$ cat src/rtl/mult_fu_if.sv
// RS-issue / CDB-result bundle for the pipelined multiplier unit.
// master = RS + CDB arbiter side, slave = mult_fu.
interface mult_fu_if #(
  parameter int XLEN  = 32,
  parameter int TAG_W = 5
);
  logic             squash_flag;
  logic             valid_in;
  logic [TAG_W-1:0] T_in;
  logic [4:0]       dest_reg_in;
  logic [XLEN-1:0]  rs1_value;
  logic [XLEN-1:0]  rs2_value;
  logic [1:0]       mult_func;
  logic             cdb_grant;
  logic             empty;
  logic             done_valid;
  logic [TAG_W-1:0] done_T;
  logic [4:0]       done_dest_reg;
  logic [XLEN-1:0]  done_value;

  modport master (
    output squash_flag, valid_in, T_in, dest_reg_in, rs1_value, rs2_value,
           mult_func, cdb_grant,
    input  empty, done_valid, done_T, done_dest_reg, done_value
  );

  modport slave (
    input  squash_flag, valid_in, T_in, dest_reg_in, rs1_value, rs2_value,
           mult_func, cdb_grant,
    output empty, done_valid, done_T, done_dest_reg, done_value
  );
endinterface

$ cat src/rtl/mult_fu.sv
// Pipelined RV32M MUL/MULH/MULHSU/MULHU unit, one chunk of the multiplier per stage.
// Define MULT_SKID_EN to add a one-entry output skid register (registered empty).
module mult_fu #(
  parameter int XLEN   = 32,
  parameter int STAGES = 4,
  parameter int ROBLEN = 32,
  parameter int TAG_W  = $clog2(ROBLEN)
) (
  input logic      clock,
  input logic      reset,
  mult_fu_if.slave bus
);
  localparam int W = 2 * XLEN;
  localparam int C = W / STAGES;
  localparam logic [W-1:0] CHUNK_MASK = {{(W-C){1'b0}}, {C{1'b1}}};

  logic [STAGES-1:0]            r_valid;
  logic [STAGES-1:0][TAG_W-1:0] r_tag;
  logic [STAGES-1:0][4:0]       r_dest;
  logic [STAGES-2:0][1:0]       r_func;
  logic [STAGES-2:0][W-1:0]     r_acc;
  logic [STAGES-2:0][W-1:0]     r_mc;
  logic [STAGES-2:0][W-1:0]     r_mp;
  logic [XLEN-1:0]              r_res;

  logic [STAGES-1:0][W-1:0]     w_acc_in;
  logic [STAGES-1:0][W-1:0]     w_mc_in;
  logic [STAGES-1:0][W-1:0]     w_mp_in;
  logic [STAGES-1:0][W-1:0]     w_acc_nxt;
  logic [STAGES-1:0][1:0]       w_func_in;
  logic [W-1:0]                 w_ext_rs1;
  logic [W-1:0]                 w_ext_rs2;
  logic                         w_sx1;
  logic                         w_sx2;
  logic                         w_advance;
  logic                         w_empty;
  logic                         w_accept;

  assign w_sx1     = (bus.mult_func == 2'd1) || (bus.mult_func == 2'd2);
  assign w_sx2     = (bus.mult_func == 2'd1);
  assign w_ext_rs1 = {{XLEN{w_sx1 & bus.rs1_value[XLEN-1]}}, bus.rs1_value};
  assign w_ext_rs2 = {{XLEN{w_sx2 & bus.rs2_value[XLEN-1]}}, bus.rs2_value};
  assign w_accept  = bus.valid_in & w_empty & ~bus.squash_flag;

  // The multiplicand shifts left and the multiplier right by C per stage,
  // so every stage multiplies by the low chunk of what it receives.
  for (genvar s = 0; s < STAGES; s++) begin : g_stage
    if (s == 0) begin : g_in
      assign w_acc_in[s]  = '0;
      assign w_mc_in[s]   = w_ext_rs1;
      assign w_mp_in[s]   = w_ext_rs2;
      assign w_func_in[s] = bus.mult_func;
    end else begin : g_in
      assign w_acc_in[s]  = r_acc[s-1];
      assign w_mc_in[s]   = r_mc[s-1];
      assign w_mp_in[s]   = r_mp[s-1];
      assign w_func_in[s] = r_func[s-1];
    end
    assign w_acc_nxt[s] = w_acc_in[s] + (w_mc_in[s] * (w_mp_in[s] & CHUNK_MASK));
  end

  always_ff @(posedge clock or negedge reset) begin
    if (!reset) begin
      r_valid <= '0;
      r_tag   <= '0;
      r_dest  <= '0;
      r_func  <= '0;
      r_acc   <= '0;
      r_mc    <= '0;
      r_mp    <= '0;
      r_res   <= '0;
    end else if (bus.squash_flag) begin
      r_valid <= '0;
    end else if (w_advance) begin
      r_valid <= {r_valid[STAGES-2:0], w_accept};
      r_tag   <= {r_tag[STAGES-2:0], bus.T_in};
      r_dest  <= {r_dest[STAGES-2:0], bus.dest_reg_in};
      for (int s = 0; s < STAGES - 1; s++) begin
        r_func[s] <= w_func_in[s];
        r_acc[s]  <= w_acc_nxt[s];
        r_mc[s]   <= w_mc_in[s] << C;
        r_mp[s]   <= w_mp_in[s] >> C;
      end
      r_res <= (w_func_in[STAGES-1] == 2'd0) ? w_acc_nxt[STAGES-1][XLEN-1:0]
                                              : w_acc_nxt[STAGES-1][W-1:XLEN];
    end
  end

`ifdef MULT_SKID_EN
  logic             r_skid_full;
  logic [TAG_W-1:0] r_skid_tag;
  logic [4:0]       r_skid_dest;
  logic [XLEN-1:0]  r_skid_val;
  logic             w_skid_load;

  // Skid has priority on the output; an ungranted pipe result parks in skid,
  // and a granted skid entry is refilled by whatever the pipe presents.
  assign w_advance   = ~(r_skid_full & ~bus.cdb_grant);
  assign w_skid_load = r_valid[STAGES-1] & (r_skid_full ? bus.cdb_grant : ~bus.cdb_grant);
  assign w_empty     = ~r_skid_full;

  always_ff @(posedge clock or negedge reset) begin
    if (!reset) begin
      r_skid_full <= 1'b0;
      r_skid_tag  <= '0;
      r_skid_dest <= '0;
      r_skid_val  <= '0;
    end else if (bus.squash_flag) begin
      r_skid_full <= 1'b0;
    end else if (w_skid_load) begin
      r_skid_full <= 1'b1;
      r_skid_tag  <= r_tag[STAGES-1];
      r_skid_dest <= r_dest[STAGES-1];
      r_skid_val  <= r_res;
    end else if (bus.cdb_grant) begin
      r_skid_full <= 1'b0;
    end
  end

  assign bus.done_valid    = r_skid_full | r_valid[STAGES-1];
  assign bus.done_T        = r_skid_full ? r_skid_tag  : r_tag[STAGES-1];
  assign bus.done_dest_reg = r_skid_full ? r_skid_dest : r_dest[STAGES-1];
  assign bus.done_value    = r_skid_full ? r_skid_val  : r_res;
`else
  assign w_advance         = ~(r_valid[STAGES-1] & ~bus.cdb_grant);
  assign w_empty           = w_advance;
  assign bus.done_valid    = r_valid[STAGES-1];
  assign bus.done_T        = r_tag[STAGES-1];
  assign bus.done_dest_reg = r_dest[STAGES-1];
  assign bus.done_value    = r_res;
`endif

  assign bus.empty = w_empty;
endmodule

$ cat src/flat_wrapper.sv
// flat-port wrapper written by rule: the top's interface ports become plain ports
module mult_fu_flat 
#(
  parameter int XLEN   = 32,
  parameter int STAGES = 4,
  parameter int ROBLEN = 32,
  parameter int TAG_W  = $clog2(ROBLEN)
)
  (clock, reset, bus_squash_flag, bus_valid_in, bus_T_in, bus_dest_reg_in, bus_rs1_value, bus_rs2_value, bus_mult_func, bus_cdb_grant, bus_empty, bus_done_valid, bus_done_T, bus_done_dest_reg, bus_done_value);
  mult_fu_if #(.XLEN(XLEN), .TAG_W(TAG_W)) bus_i ();
  input logic clock;
  input logic reset;
  input wire logic [$bits(bus_i.squash_flag)-1:0] bus_squash_flag;
  input wire logic [$bits(bus_i.valid_in)-1:0] bus_valid_in;
  input wire logic [$bits(bus_i.T_in)-1:0] bus_T_in;
  input wire logic [$bits(bus_i.dest_reg_in)-1:0] bus_dest_reg_in;
  input wire logic [$bits(bus_i.rs1_value)-1:0] bus_rs1_value;
  input wire logic [$bits(bus_i.rs2_value)-1:0] bus_rs2_value;
  input wire logic [$bits(bus_i.mult_func)-1:0] bus_mult_func;
  input wire logic [$bits(bus_i.cdb_grant)-1:0] bus_cdb_grant;
  output wire logic [$bits(bus_i.empty)-1:0] bus_empty;
  output wire logic [$bits(bus_i.done_valid)-1:0] bus_done_valid;
  output wire logic [$bits(bus_i.done_T)-1:0] bus_done_T;
  output wire logic [$bits(bus_i.done_dest_reg)-1:0] bus_done_dest_reg;
  output wire logic [$bits(bus_i.done_value)-1:0] bus_done_value;
  assign bus_i.squash_flag = bus_squash_flag;
  assign bus_i.valid_in = bus_valid_in;
  assign bus_i.T_in = bus_T_in;
  assign bus_i.dest_reg_in = bus_dest_reg_in;
  assign bus_i.rs1_value = bus_rs1_value;
  assign bus_i.rs2_value = bus_rs2_value;
  assign bus_i.mult_func = bus_mult_func;
  assign bus_i.cdb_grant = bus_cdb_grant;
  assign bus_empty = bus_i.empty;
  assign bus_done_valid = bus_i.done_valid;
  assign bus_done_T = bus_i.done_T;
  assign bus_done_dest_reg = bus_i.done_dest_reg;
  assign bus_done_value = bus_i.done_value;
  mult_fu #(.XLEN(XLEN), .STAGES(STAGES), .ROBLEN(ROBLEN), .TAG_W(TAG_W)) u_core (.clock(clock), .reset(reset), .bus(bus_i));
endmodule
$ cat config.mk
export PLATFORM = sky130hd
export DESIGN_NAME = mult_fu_flat
export DESIGN_NICKNAME = d
export VERILOG_FILES = /design/src/rtl/mult_fu_if.sv /design/src/rtl/mult_fu.sv /design/src/flat_wrapper.sv
export SDC_FILE = /design/constraint.sdc
export NUM_CORES = 2
export LEC_CHECK = 0
export BUFFER_PORTS_ARGS = -buffer_cell sky130_fd_sc_hd__buf_4
export CAP_MARGIN = 40
export CORE_UTILIZATION = 60
export DETAILED_ROUTE_END_ITERATION = 12
export PLACE_DENSITY = 0.82
export SYNTH_ARGS = -nofsm -noshare
export SYNTH_HDL_FRONTEND = slang
export SYNTH_SLANG_ARGS = --single-unit
$ cat constraint.sdc
create_clock -name clock -period 8.1 [get_ports clock]
set_input_delay 0.405 -clock clock [delete_from_list [all_inputs] [get_ports clock]]
set_output_delay 0.405 -clock clock [all_outputs]
set_load 0.02 [all_outputs]
==> impl_metrics.prom <==
# TYPE chip_impl_metric gauge
chip_impl_info{name="max_flop_register",value="u_core.r_acc"} 1
chip_impl_info{name="dominantRegCellSynth",value="dfrtp_1"} 1
chip_impl_metric{name="synth_cell_types",unit=""} 89
chip_impl_metric{name="layout_cells_excl_fill",unit=""} 8797
chip_impl_metric{name="placed_cells_incl_taps",unit=""} 8613
chip_impl_metric{name="place_area",unit="mm^2"} 0.0673
chip_impl_metric{name="gp_routability_congestion",unit=""} 0.988
chip_impl_info{name="synth.largest_area_cell",value="fa_1"} 1
chip_impl_metric{name="total_grt_usage",unit="%"} 34.5
chip_impl_metric{name="largest_reg_flops",unit=""} 178
chip_impl_metric{name="slew_at_the_pin_with_the_worst_max_slew_slack",unit="ns"} 1.24
chip_impl_metric{name="clk_pin_slew",unit="ns"} 0.07
chip_impl_metric{name="drt_first_pass_iters",unit=""} 10
chip_impl_metric{name="max_slew_margin",unit="%"} 17.4
chip_impl_info{name="timing.critical_path.to_type",value="register"} 1
chip_impl_info{name="cell_at_the_slowest_stage_of_the_critical_path",value="fa_1"} 1
chip_impl_metric{name="final_max_slew_viol_count",unit=""} 0
chip_impl_metric{name="grt_max_degree",unit=""} 218
chip_impl_metric{name="die_height",unit="um"} 322
chip_impl_metric{name="port-buffer-count",unit=""} 124
chip_impl_metric{name="synth_fp_nets",unit=""} 8516
chip_impl_info{name="final_common_cell",value="nand2_1"} 1
chip_impl_metric{name="drt-vias-per-instance",unit=""} 5.65
chip_impl_metric{name="critPathRequiredTime",unit="ns"} 8.58
chip_impl_metric{name="crit_path_max_incr_delay",unit="ns"} 0.54
chip_impl_metric{name="grt_first_pass_wirelength",unit="mm"} 278
chip_impl_metric{name="synth_async_sr_flop_share",unit="%"} 100
chip_impl_info{name="worst_path_most_repeated_cell",value="fa_1"} 1
chip_impl_info{name="status",value="complete, but fails checks"} 1
chip_impl_metric{name="grt_pass1_vias",unit=""} 52564
chip_impl_metric{name="num_vias",unit=""} 49671
chip_impl_info{name="hold_path.class",value="input port to register"} 1
chip_impl_metric{name="layout.core_utilization",unit="%"} 70.8
chip_impl_metric{name="detailedPlacementHpwl",unit="mm"} 137
chip_impl_metric{name="proportion_of_synthesized_chip_area_in_sequential_cells",unit="%"} 14.7
chip_impl_metric{name="layout_min_cycle_time",unit="ns"} 8.30
chip_impl_info{name="rsz_0062_raised_after_global_routing",value="true"} 1
chip_impl_metric{name="initial_core_util",unit="%"} 60.9
chip_impl_metric{name="antenna_violating_nets_post_route",unit=""} 0
chip_impl_metric{name="place_ws",unit="ns"} -0.578
chip_impl_metric{name="post_route_cell_area",unit="mm^2"} 0.0713
chip_impl_metric{name="final.fill_count",unit=""} 7314
chip_impl_metric{name="cts_htree_levels",unit=""} 2
chip_impl_metric{name="worst_slack",unit="ns"} -0.197
chip_impl_metric{name="min_delay_path_depth",unit=""} 3
chip_impl_metric{name="multi_input_area",unit="mm^2"} 0.0475
chip_impl_info{name="min_delay_worst_endpoint",value="u_core.r_mp[6]$_DFFE_PN0P_"} 1
chip_impl_metric{name="ios",unit=""} 125
chip_impl_info{name="worstSetupPathType",value="register to register"} 1
chip_impl_metric{name="hold_viol_final",unit=""} 0
chip_impl_info{name="launch_instance_of_the_worst_register_to_register_path",value="u_core.r_mp[3]$_DFFE_PN0P_"} 1
chip_impl_info{name="cts_tree",value="yes"} 1
chip_impl_metric{name="number_of_flops_mapped_to_enable_cells_by_yosys",unit=""} 0
chip_impl_metric{name="numClockSinks",unit=""} 360
chip_impl_metric{name="drv_cap",unit=""} 0
chip_impl_info{name="post_synth_main_area_contributors",value="fa_1 (39%), dfrtp_1 (15%), nand2_1 (9.3%)"} 1
chip_impl_info{name="startpoint_type_of_the_worst_setup_path",value="register"} 1
chip_impl_metric{name="die_area",unit="mm^2"} 0.103
chip_impl_metric{name="globalRoute.totalOverflow",unit=""} 0
chip_impl_info{name="violated_checks",value="setup timing"} 1
chip_impl_metric{name="final-seq-area",unit="mm^2"} 0.00904
chip_impl_metric{name="worst_ep_arrival_time",unit="ns"} 8.78
chip_impl_metric{name="setup_viol",unit=""} 9
chip_impl_metric{name="period_share",unit="%"} 102
chip_impl_info{name="capture_point_of_the_worst_reg_to_reg_path",value="u_core.r_acc[126]$_DFFE_PN0P_"} 1
chip_impl_metric{name="layout.nets",unit=""} 9049
chip_impl_metric{name="initial_antenna_violation_count",unit=""} 1
chip_impl_metric{name="numCtsBuffers",unit=""} 41
chip_impl_metric{name="drc",unit=""} 0
chip_impl_metric{name="routed_wire_length_per_instance",unit="um"} 19.8
chip_impl_metric{name="dieWidth",unit="um"} 322
chip_impl_metric{name="post_synthesis_instance_area",unit="mm^2"} 0.0613
chip_impl_metric{name="synth-warning-count",unit=""} 0
chip_impl_info{name="worstHoldStart",value="bus_rs2_value[22]"} 1
chip_impl_info{name="final_cell_mix",value="nand2_1 (1502), inv_1 (1308), fa_1 (1170), buf_4 (723), and2_1 (414)"} 1
chip_impl_metric{name="post_synth.cell_area_avg",unit="um^2"} 8.91
chip_impl_metric{name="flow.area_growth_from_synthesis",unit="%"} 16.3
chip_impl_metric{name="crit_fanout",unit=""} 7
chip_impl_metric{name="worstRegToRegCells",unit=""} 35
chip_impl_metric{name="clock_latency",unit="ns"} 0.61
chip_impl_metric{name="fp-row-count",unit=""} 116
chip_impl_metric{name="synth_top_cell_area_share",unit="%"} 39.4
chip_impl_metric{name="cts_max_path_buffers",unit=""} 3
chip_impl_metric{name="r2r_slack",unit="ns"} -0.20
chip_impl_metric{name="floorplan.core_area",unit="mm^2"} 0.101
chip_impl_metric{name="netlist_instances",unit=""} 6874
chip_impl_metric{name="ratio_of_cells_with_drive_above_1_in_the_final_layout",unit="%"} 15.8
chip_impl_metric{name="ys_seq_elements",unit=""} 360
chip_impl_metric{name="postRouteWirelength",unit="mm"} 175
chip_impl_info{name="clock-root-buffer",value="clkbuf_16"} 1
chip_impl_metric{name="clock-skew-final",unit="ns"} 0.0198
chip_impl_metric{name="drt_first_iter_violations",unit=""} 4233
chip_impl_metric{name="clock.fmax",unit="MHz"} 121
-- cell families after synthesis --
kind of cell / after synthesis / share of synthesized area, %
fa+ha+maj: 1561 / 46.7
flops: 360 / 14.7
compound gates: 762 / 8.02
simple gates: 2278 / 16.6
xor+xnor: 238 / 3.40
buf+inv: 1647 / 10.2
mux: 28 / 0.466
-- worst max-delay path, delay by kind of cell (launching register included) --
family	cells	cell delay [ns]
buf+inv	6	0.47
flops	1	0.41
compound gates	12	2.33
simple gates	9	1.53
fa+ha+maj	8	3.42
-- worst max path at each step --
| stage | startpoint | to | slack [ns] | cells past startpoint |
|---|---|---|---|---|
| floorplan | u_core.r_mc[32]$_DFFE_PN0P_ | u_core.r_acc[126]$_DFFE_PN0P_ | 0.0005 | 34 |
| detailed placement | u_core.r_mc[26]$_DFFE_PN0P_ | u_core.r_acc[127]$_DFFE_PN0P_ | -0.58 | 33 |
| CTS | u_core.r_mc[28]$_DFFE_PN0P_ | u_core.r_acc[127]$_DFFE_PN0P_ | -0.02 | 32 |
| finish | u_core.r_mp[3]$_DFFE_PN0P_ | u_core.r_acc[126]$_DFFE_PN0P_ | -0.20 | 35 |
| global route | u_core.r_mp[3]$_DFFE_PN0P_ | u_core.r_acc[126]$_DFFE_PN0P_ | -0.42 | 35 |
| global placement | u_core.r_mc[21]$_DFFE_PN0P_ | u_core.r_acc[127]$_DFFE_PN0P_ | -0.48 | 33 |
-- routing by layer --
metal	GRT usage (%)	up-vias	share of wire, %
met5	0	-	0
met4	14.8	0	5.0
met3	5.33	520	8.4
met2	57.3	2315	48
met1	45.2	25086	38
li1	-	21750	-
-- synthesized netlist by cell type (all sizes together) (5+ instances only) --
master,count
a2111oi,10
a211oi,16
a21boi,9
a21o,106
a21oi,199
a221o,6
a31o,6
a31oi,21
a41oi,7
and2,429
and3,23
and4,5
buf,14
clkbuf,300
dfrtp,360
fa,1206
ha,355
inv,1333
mux2i,24
nand2,1518
nand2b,38
nand3,43
nand3b,6
nand4,16
nor2,109
nor2b,24
nor3,30
nor3b,5
nor4,5
o211ai,13
o21a,36
o21ai,225
o21bai,33
o311ai,6
o31a,5
o31ai,22
or3,16
xnor2,162
xor2,76
-- metrics by stage --
stage,TNS [ns],hold slack [ns]
4_1_cts,-0.0198,0.0191
2_1_floorplan,0,0.109
5_1_grt,-3.86,0.0562
6_report,-0.804,0.0339
3_3_place_gp,-3.95,0.420
3_5_place_dp,-5.76,0.421
-- what timing repair did --
action,4_1_cts,5_1_grt
hold endpoints to repair,86,0
endpoints found under the setup margin,25,34
pin swaps,118,138
setup buffers,56,33
resized for setup,183,218
hold buffers,19,0
gates cloned,1,1
-- layout make-up --
class | instances | area share, %
timing repair buffer | 804 | 9.28
clock buffer | 52 | 1.58
sequential | 360 | 12.7
antenna | 1 | 0.00351
clock inverter | 23 | 0.367
tap | 1357 | 2.38
multi-input combinational | 4867 | 66.7
inverter | 1333 | 7.02
Power is not shown: default switching activity piles up to over one toggle a cycle in this logic, so the estimate is an artifact.
